`src/rtl/branch_resolve_unit.sv`:
```
// Branch resolution for the EX stage: compare-select decode, taken decision,
// registered PC redirect / flush sequencing and saturating branch statistics.
module branch_resolve_unit #(
   parameter int XLEN  = 32,
   parameter int CNT_W = 32
) (
   input  logic             clk,
   input  logic             rst_n,
   input  logic             ex_valid,
   input  logic             ex_branch,
   input  logic             ex_jump,
   input  logic [2:0]       ex_funct3,
   input  logic [XLEN-1:0]  ex_target,
   input  logic             ex_stall,
   input  logic             BrEq,
   input  logic             BrLt,
   input  logic             cnt_clr,
   output logic             BrUn,
   output logic             redirect_valid,
   output logic [XLEN-1:0]  redirect_pc,
   output logic             flush,
   output logic             misalign_exc,
   output logic             illegal_br,
   output logic [CNT_W-1:0] br_cnt,
   output logic [CNT_W-1:0] taken_cnt
);

   typedef enum logic [1:0] {
      IDLE     = 2'd0,
      REDIRECT = 2'd1,
      EXC      = 2'd2
   } state_t;

   state_t            state_q, state_d;
   logic [XLEN-1:0]   redirect_pc_q, redirect_pc_d;
   logic              illegal_q, illegal_d;
   logic [CNT_W-1:0]  br_cnt_q, br_cnt_d;
   logic [CNT_W-1:0]  taken_cnt_q, taken_cnt_d;

   logic resolve;
   logic cond_taken;
   logic is_illegal;
   logic taken;
   logic br_inc;
   logic taken_inc;

   function automatic logic [CNT_W-1:0] sat_inc(input logic [CNT_W-1:0] v);
      return (&v) ? v : v + {{(CNT_W-1){1'b0}}, 1'b1};
   endfunction

   assign BrUn = ex_funct3[2] & ex_funct3[1];

   always_comb begin
      cond_taken = 1'b0;
      case (ex_funct3)
         3'b000:         cond_taken = BrEq;
         3'b001:         cond_taken = ~BrEq;
         3'b100, 3'b110: cond_taken = BrLt;
         3'b101, 3'b111: cond_taken = ~BrLt;
         default:        cond_taken = 1'b0;
      endcase
   end

   assign is_illegal = (ex_funct3[2:1] == 2'b01);
   // Wrong-path instructions behind a redirect or exception never resolve.
   assign resolve    = ex_valid & (ex_branch | ex_jump) & ~ex_stall & (state_q == IDLE);
   assign taken      = ex_jump | (ex_branch & cond_taken);
   assign br_inc     = resolve & ex_branch & ~ex_jump;
   assign taken_inc  = br_inc & cond_taken;

   always_comb begin
      state_d       = state_q;
      redirect_pc_d = redirect_pc_q;
      illegal_d     = br_inc & is_illegal;
      case (state_q)
         IDLE: begin
            if (resolve && taken) begin
               if (ex_target[1:0] == 2'b00) begin
                  state_d       = REDIRECT;
                  redirect_pc_d = ex_target;
               end else begin
                  state_d = EXC;
               end
            end
         end
         REDIRECT: if (!ex_stall) state_d = IDLE;
         EXC:      state_d = IDLE;
         default:  state_d = IDLE;
      endcase
   end

   always_comb begin
      br_cnt_d    = br_cnt_q;
      taken_cnt_d = taken_cnt_q;
      if (cnt_clr) begin
         br_cnt_d    = '0;
         taken_cnt_d = '0;
      end else begin
         if (br_inc)    br_cnt_d    = sat_inc(br_cnt_q);
         if (taken_inc) taken_cnt_d = sat_inc(taken_cnt_q);
      end
   end

   always_ff @(posedge clk or negedge rst_n) begin
      if (!rst_n) begin
         state_q       <= IDLE;
         redirect_pc_q <= '0;
         illegal_q     <= 1'b0;
         br_cnt_q      <= '0;
         taken_cnt_q   <= '0;
      end else begin
         state_q       <= state_d;
         redirect_pc_q <= redirect_pc_d;
         illegal_q     <= illegal_d;
         br_cnt_q      <= br_cnt_d;
         taken_cnt_q   <= taken_cnt_d;
      end
   end

   // Outputs decode straight from the state register, so reset clears them at once.
   assign redirect_valid = (state_q == REDIRECT);
   assign misalign_exc   = (state_q == EXC);
   assign flush          = (state_q != IDLE);
   assign redirect_pc    = redirect_pc_q;
   assign illegal_br     = illegal_q;
   assign br_cnt         = br_cnt_q;
   assign taken_cnt      = taken_cnt_q;

endmodule

```
`config.mk`:
```
export PLATFORM = sky130hd
export DESIGN_NAME = branch_resolve_unit
export DESIGN_NICKNAME = d
export VERILOG_FILES = /design/src/rtl/branch_resolve_unit.sv
export SDC_FILE = /design/constraint.sdc
export NUM_CORES = 1
export LEC_CHECK = 0
export CAP_MARGIN = 20
export CORE_ASPECT_RATIO = 0.5
export CORE_UTILIZATION = 48
export CTS_CLUSTER_DIAMETER = 80
export DETAILED_ROUTE_END_ITERATION = 7
export GPL_TIMING_DRIVEN = 0
export PLACE_DENSITY = 0.82
export REMOVE_ABC_BUFFERS = 1
export SYNTH_ARGS = -nofsm -noshare
export SYNTH_HDL_FRONTEND = slang
export SYNTH_SLANG_ARGS = --single-unit
```
`constraint.sdc`:
```
create_clock -name clk -period 2.7 [get_ports clk]
set_input_delay 0.54 -clock clk [delete_from_list [all_inputs] [get_ports clk]]
set_output_delay 0.54 -clock clk [all_outputs]
set_load 0.01 [all_outputs]
```
==> results of run 1 <==
sequential cells by signal (all words and copies together), names as in the netlist:
name and flops:
illegal_br 1, br_cnt 32, redirect_pc 32, taken_cnt 32, state_q 2
per-stage QoR:
step,instance area (um^2),hold slack [ns],utilization (%),std cells
after floorplan,4836,0.2444,-,457
after global placement,6446,0.4840,66.26,736
after detailed placement,6538,0.4905,67.20,741
after CTS,6965,0.1304,71.60,762
after global routing,7041,0.1487,72.37,768
final,7041,0.1235,72.37,768
final cells by class:
type	count	share of cell area, %
tap	135	2.399
multi-input combinational	352	34.55
sequential	99	35.19
clock buffer	10	3.252
clock inverter	6	1.599
timing repair buffer	160	22.69
inverter	6	0.3199
synthesized netlist by cell type (2+ instances only):
library cell | n | area share (%)
a41oi_1 | 2 | 0.35
clkbuf_1 | 24 | 1.8
nor3_1 | 2 | 0.20
o21ai_0 | 23 | 2.3
buf_2 | 4 | 0.40
dfrtp_1 | 99 | 50
a21oi_1 | 56 | 5.7
nand2_1 | 24 | 1.8
mux2_2 | 33 | 7.5
or2_2 | 3 | 0.38
or4_1 | 33 | 5.0
and4_1 | 5 | 0.89
mux2_1 | 2 | 0.46
and3_1 | 6 | 0.76
o31ai_1 | 32 | 4.9
nand4_1 | 25 | 3.2
nor4_1 | 5 | 0.63
o2111ai_1 | 2 | 0.35
xor2_1 | 3 | 0.53
nor4_2 | 2 | 0.51
nand3_1 | 21 | 2.1
and2_1 | 6 | 0.76
or3_1 | 22 | 2.8
or4b_1 | 2 | 0.40
nor2_1 | 17 | 1.3
nor3b_1 | 2 | 0.30
nor2b_1 | 9 | 1.1
inv_1 | 6 | 0.46
ha_1 | 2 | 0.51
nand3b_1 | 3 | 0.46
repair_timing:
item	CTS	global route
pin swaps	2	1
setup endpoints to repair	54	30
buffers inserted	5	6
hold buffers	0	0
gates cloned	0	0
resized for setup	11	5
worst paths after layout:
path                                          endpoint  depth (start not counted)                         from
max                             br_cnt[31]$_DFFE_PN0P_                          7                     ex_valid
min                           taken_cnt[8]$_DFFE_PN0P_                          1                        rst_n
max reg2reg                      br_cnt[2]$_DFFE_PN0P_                          6        br_cnt[9]$_DFFE_PN0P_
min reg2reg                redirect_pc[30]$_DFFE_PN0P_                          1  redirect_pc[30]$_DFFE_PN0P_
max in group asynchronous        br_cnt[7]$_DFFE_PN0P_                          2                        rst_n
min in group clk           redirect_pc[30]$_DFFE_PN0P_                          1  redirect_pc[30]$_DFFE_PN0P_
layer usage:
layer	track usage, %	up-vias
met3	5.280	14
li1	-	2174
met5	0	-
met2	42.09	83
met4	7.485	0
met1	30.51	2269
cell families after synthesis:
group / share of synthesized area (%)
AOI/OAI and AO/OA: 14.39
and+or+nand+nor: 23.65
muxes: 7.969
xor gates and xnor gates: 0.7085
DFF: 50.09
buffers and inverters: 2.682
adders and majority gates: 0.5059
report_power, final:
part / internal [uW] / switching, uW / leakage [uW] / total [uW]
Sequential: 1610 / 63.0 / 0.00133 / 1670
Combinational: 377 / 236 / 0.00117 / 613
Clock: 910 / 577 / 0.000167 / 1490
==> summary.md, run 1 <==
| Metric | Value |
|---|---|
| Met1 wire length | 5.549 mm |
| Clk slew on worst S/H paths | 0.07 ns |
| Slew Viols, Final | 0 |
| Largest net degree at the start of global routing | 71 |
| I/O pin cnt | 145 |
| Share of layout cells above drive strength 1 | 13.27% |
| Worst path max stage delay | 0.55 ns |
| Commonest non-fill, non-tap cell in the layout | clkdlybuf4s50_1 |
| GP Congestion | 0.7662 |
| Status | finished clean |
| Final Power | 3772 uW |
| IO buf count | 144 |
| GRT Util Overall | 24.10% |
| #FFs+latches synth | 99 |
| Area growth from synthesis to layout | 42.35% |
| Inserted Diodes | 0 |
| Fin worst setup slack | 0.07003 ns |
| Synth unique cells | 40 |
| Max FO, Critical Path | 5 |
| Crit path max-delay family | simple AND/OR/NAND/NOR gates |
| Die Y | 73.78 um |
| Fin crit share | 97.41% |
| Finish-stage setup viols | 0 |
| Buf+Inv Stages, Crit Path | 2 |
| Post-synth EDFFs | 0 |
| Syn Area/Cell | 10.20 um^2 |
| Req. time, crit path | 2.97 ns |
| Max_slew headroom | 54.44% |
| WL final | 12.89 mm |
| Critical path endpoint category | flip-flop |
| Setup TNS | 0 ns |
| DR pass1 iterations | 5 |
| Initial antenna violation count | 0 |
| Synth Flop Type | dfrtp_1 |
| Crit path time final | 2.630 ns |
| GRT overflow | 0 |
| CP Launch Type | input port |
| Async SR Flop Fraction | 100.0% |
| First-pass GRT wire length | 20.70 mm |
| Worst-skew pair later-pin latency | 0.34 ns |
| FP Rows | 25 |
| Worst path arrival time | 2.90 ns |
| Commonest cells after routing, fill and taps aside | clkdlybuf4s50_1 (142), dfrtp_1 (99), a21oi_1 (56) |
| Worst hold path class | input port to asynchronous set/reset pin |
| Met3 wire len | 503 um |
| Initial core utilization | 50.84% |
| Nets | 674 |
| Reg area | 0.002477 mm^2 |
| Die Width | 145.6 um |
| H-tree depth | 3 |
| Iteration-0 DRC Markers | 244 |
| Root Buffer | clkbuf_16 |
| Core area | 0.009728 mm^2 |
| Worst-path cell chain | clkdlybuf4s50_1 -> or4b_4 -> nor4_4 -> buf_4 -> nand3_1 -> or4_1 -> a21oi_1 |
| WL met2 | 6.671 mm |
| Syn Std Cell Area | 0.004946 mm^2 |
| Routed vias/inst | 5.911 |
| Pre-CTS worst setup slack | -1.445 ns |
| Antenna Nets Post-Route | 0 |
| Syn. warnings | 0 |
| Max VDD drop | 0.0002857 V |
| Full die area | 0.01074 mm^2 |
| Final Hold Vio Count | 0 |
| Max Clock Freq | 380.2 MHz |
| Slowest cell on the critical path | or4_1 |
| Worst setup path class | input port to flip-flop |
| CTS tree | yes |
| Post-synthesis sequential area ratio | 50.09% |
| Multi-input gate area | 0.002432 mm^2 |
| Slew @ Worst Pin | 0.6772 ns |
| Worst Clk Skew | 0.006060 ns |
| PwrDens | 535.7 mW/mm^2 |
| Max Used Layer | met4 |
| Post-route DRC | 0 |
| Max-cap check violation count | 0 |
| Cells after Synth | 485 |
| Fillcell total | 697 |
| CTS Sinks | 99 |
| Vias in the first global route | 4231 |
| Leakage dissipation | 0.002666 uW |
| Cts bufs inserted | 9 |
| Clock Path Buffers | 2 |
| Final HPWL DP | 8.640 mm |
| R2r setup slk | 0.14 ns |
| Avg WL per Cell | 16.78 um |
| Via count | 4540 |
Note: power is estimated with default switching activity, not from simulation.
==> run 2, diff against run 1 <==
- CORE_ASPECT_RATIO: 0.5 -> default
- RECOVER_POWER: default -> 100
==> run 2 against run 1 <==
Against the previous run:
- the flow now finishes with violations (max-capacitance violations, max-slew violations)
- combinational power shrank 6.9%
- sequential power about the same
- non-clock buffer count rose by 2
- largest power group unchanged
- highest routed layer unchanged
==> summary.md, run 2 (synthesis results as in run 1) <==
| Metric | Value |
|---|---|
| PwrDens | 455.1 mW/mm^2 (-15%) |
| Leakage dissipation | 0.002774 uW (+4.1%) |
| Nets | 677 (+0.45%) |
| Max-cap check violation count | 1 (+1) |
| Setup TNS | 0 ns (unchanged) |
| Area growth from synthesis to layout | 39.03% |
| H-tree depth | 3 (unchanged) |
| Finish-stage setup viols | 0 (unchanged) |
| Fillcell total | 737 (+5.7%) |
| CP Launch Type | input port |
| Worst-skew pair later-pin latency | 0.37 ns (+0.03 ns) |
| WL final | 13.58 mm (+5.4%) |
| Core area | 0.009864 mm^2 (+1.4%) |
| Clock power frac | 28.5% (-11 points) |
| Hold Slack | 0.5093 ns (+0.3858 ns) |
| Clk slew on worst S/H paths | 0.10 ns (+0.03 ns) |
| Part of the power in combinational logic | 18.2% (+2.0 points) |
| Hold path cells | 1 |
| CTS tree | yes |
| Vias in the first global route | 4277 (+1.1%) |
| DR pass1 iterations | 5 (unchanged) |
| Critical path endpoint category | flip-flop |
| Net Switching | 834.4 uW (-4.7%) |
| Largest net degree at the start of global routing | 62 (-13%) |
| Buf+Inv Stages, Crit Path | 2 (unchanged) |
| Worst path arrival time | 2.91 ns (about the same) |
| Max FO, Critical Path | 8 (+3) |
| Commonest cells after routing, fill and taps aside | dfrtp_1 (99), dlygate4sd3_1 (73), clkdlybuf4s50_1 (69) |
| FP Rows | 36 (+44%) |
| Root Buffer | clkbuf_8 |
| Worst-path cell chain | clkdlybuf4s50_1 -> or4b_4 -> nor4_4 -> buf_6 -> nand2_1 -> nor4_1 -> mux2_2 |
| Fin crit share | 98.01% (+0.60 points) |
| IO buf count | 144 (unchanged) |
| Final Power | 3130 uW (-17%) |
| Commonest non-fill, non-tap cell in the layout | dfrtp_1 |
| First-pass GRT wire length | 22.11 mm (+6.8%) |
| Max_slew headroom | -41.30% (-96 points) |
| Iteration-0 DRC Markers | 250 (+2.5%) |
| Status | complete, but fails checks |
| Die Y | 103.5 um (+40%) |
| GRT overflow | 0 (unchanged) |
| Initial core utilization | 50.14% (-0.70 points) |
| Crit path time final | 2.646 ns (+0.01631 ns) |
| I/O pin cnt | 145 (unchanged) |
| Slew @ Worst Pin | 2.120 ns (+1.442 ns) |
| Slew Viols, Final | 40 (+40) |
| Reg area | 0.002477 mm^2 (unchanged) |
| Worst Clk Skew | 0.01692 ns (+0.01086 ns) |
| Max VDD drop | 0.0002505 V (-12%) |
| CTS Sinks | 99 (unchanged) |
| Int Pwr | 2295 uW (-21%) |
| Initial antenna violation count | 0 (unchanged) |
| Cts bufs inserted | 9 (unchanged) |
| Final Hold Vio Count | 0 (unchanged) |
| Antenna Nets Post-Route | 0 (unchanged) |
| Post-route DRC | 0 (unchanged) |
| R2R cell count | 6 (unchanged) |
| Sw Ratio | 26.66% (+3.4 points) |
| Clock Path Buffers | 2 (unchanged) |
| Inserted Diodes | 0 (unchanged) |
| Slowest cell on the critical path | or4b_4 |
| RSZ-0062 raised after global routing | yes |
| Share of layout cells above drive strength 1 | 13.05% (-0.22 points) |
| Max Clock Freq | 377.9 MHz (-0.62%) |
| Full die area | 0.01071 mm^2 (-0.23%) |
| Failing checks | max-capacitance violations, max-slew violations |
| Final HPWL DP | 9.241 mm (+7.0%) |
| GRT Util Overall | 25.50% (+1.4 points) |
| Via count | 4651 (+2.4%) |
| Multi-input gate area | 0.002431 mm^2 (about the same) |
| Req. time, crit path | 2.96 ns (about the same) |
| Worst setup path class | input port to flip-flop |
| Crit path max-delay family | simple AND/OR/NAND/NOR gates |
| Routed vias/inst | 6.048 (+2.3%) |
| Worst hold path class | flip-flop to flip-flop |
| Worst path depth | 7 (unchanged) |
| Die Width | 103.5 um (-29%) |
| GP Congestion | 0.8263 (+7.8%) |
| Reg power frac | 53.3% (+9.0 points) |
| Worst path max stage delay | 0.60 ns (+0.05 ns) |
| Avg WL per Cell | 17.66 um (+5.2%) |
==> run 2: cell count changes in the layout (fill, tap and decap cells not counted), sizes merged <==
cell	before	now
o2111ai	2	3
buf	18	19
inv	7	6
bufinv	3	0
clkinv	2	6
dlygate4sd3	0	73
clkdlybuf4s50	142	69
clkbuf	10	11
==> run 2: final timing paths <==
path,start,end,slack (ns)
max in group asynchronous,rst_n,taken_cnt[8]$_DFFE_PN0P_,0.49
min,redirect_pc[26]$_DFFE_PN0P_,redirect_pc[26]$_DFFE_PN0P_,0.51
max,ex_stall,br_cnt[23]$_DFFE_PN0P_,0.05
min in group asynchronous,rst_n,br_cnt[30]$_DFFE_PN0P_,0.77
max reg2reg,br_cnt[9]$_DFFE_PN0P_,br_cnt[2]$_DFFE_PN0P_,0.20
min reg2reg,redirect_pc[26]$_DFFE_PN0P_,redirect_pc[26]$_DFFE_PN0P_,0.51
==> run 2: final cells by class <==
cell class,count,share of cell area [%]
Sequential cell,99,36.03
Multi-Input combinational cell,353,35.35
Timing Repair Buffer,162,23.27
Tap cell,133,2.420
Clock buffer,10,2.001
Clock inverter,6,0.6004
Inverter,6,0.3275
==> run 2: per-layer routing <==
metal  track usage (%)  wire [um]  vias to the layer above
met5                 0          0                        -
met4             7.246        152                        0
met3             4.468        773                       15
met2             42.91       7020                      171
met1             33.86       5636                     2305
li1                  -          -                     2160
==> run 2: stage by stage <==
| step | worst slack [ns] | instance area, um^2 | utilization (%) | instances |
|---|---|---|---|---|
| finish | 0.05373 | 6877 | 69.71 | 769 |
| global route | -0.02026 | 6877 | 69.71 | 769 |
| CTS | 0.02596 | 6805 | 68.99 | 760 |
| detailed placement | -1.473 | 6539 | 66.29 | 739 |
| global placement | -2.640 | 6444 | 65.32 | 734 |
| floorplan | -0.8675 | 4836 | - | 457 |
==> run 2: power by group through the flow <==
stage / clock [uW] / combinational [uW] / sequential (uW)
3_5_place_dp: 0 / 620 / 1700
5_1_grt: 983 / 608 / 1680
2_1_floorplan: 0 / 135 / 1760
4_1_cts: 910 / 627 / 1670
3_3_place_gp: 0 / 598 / 1690
6_report: 891 / 571 / 1670
==> run 2: repair_timing <==
item	in CTS	in global routing
gates cloned	0	1
gates resized for setup	10	3
endpoints found under the setup margin	54	32
setup buffers	5	8
pin swaps	2	3
hold buffers	0	0
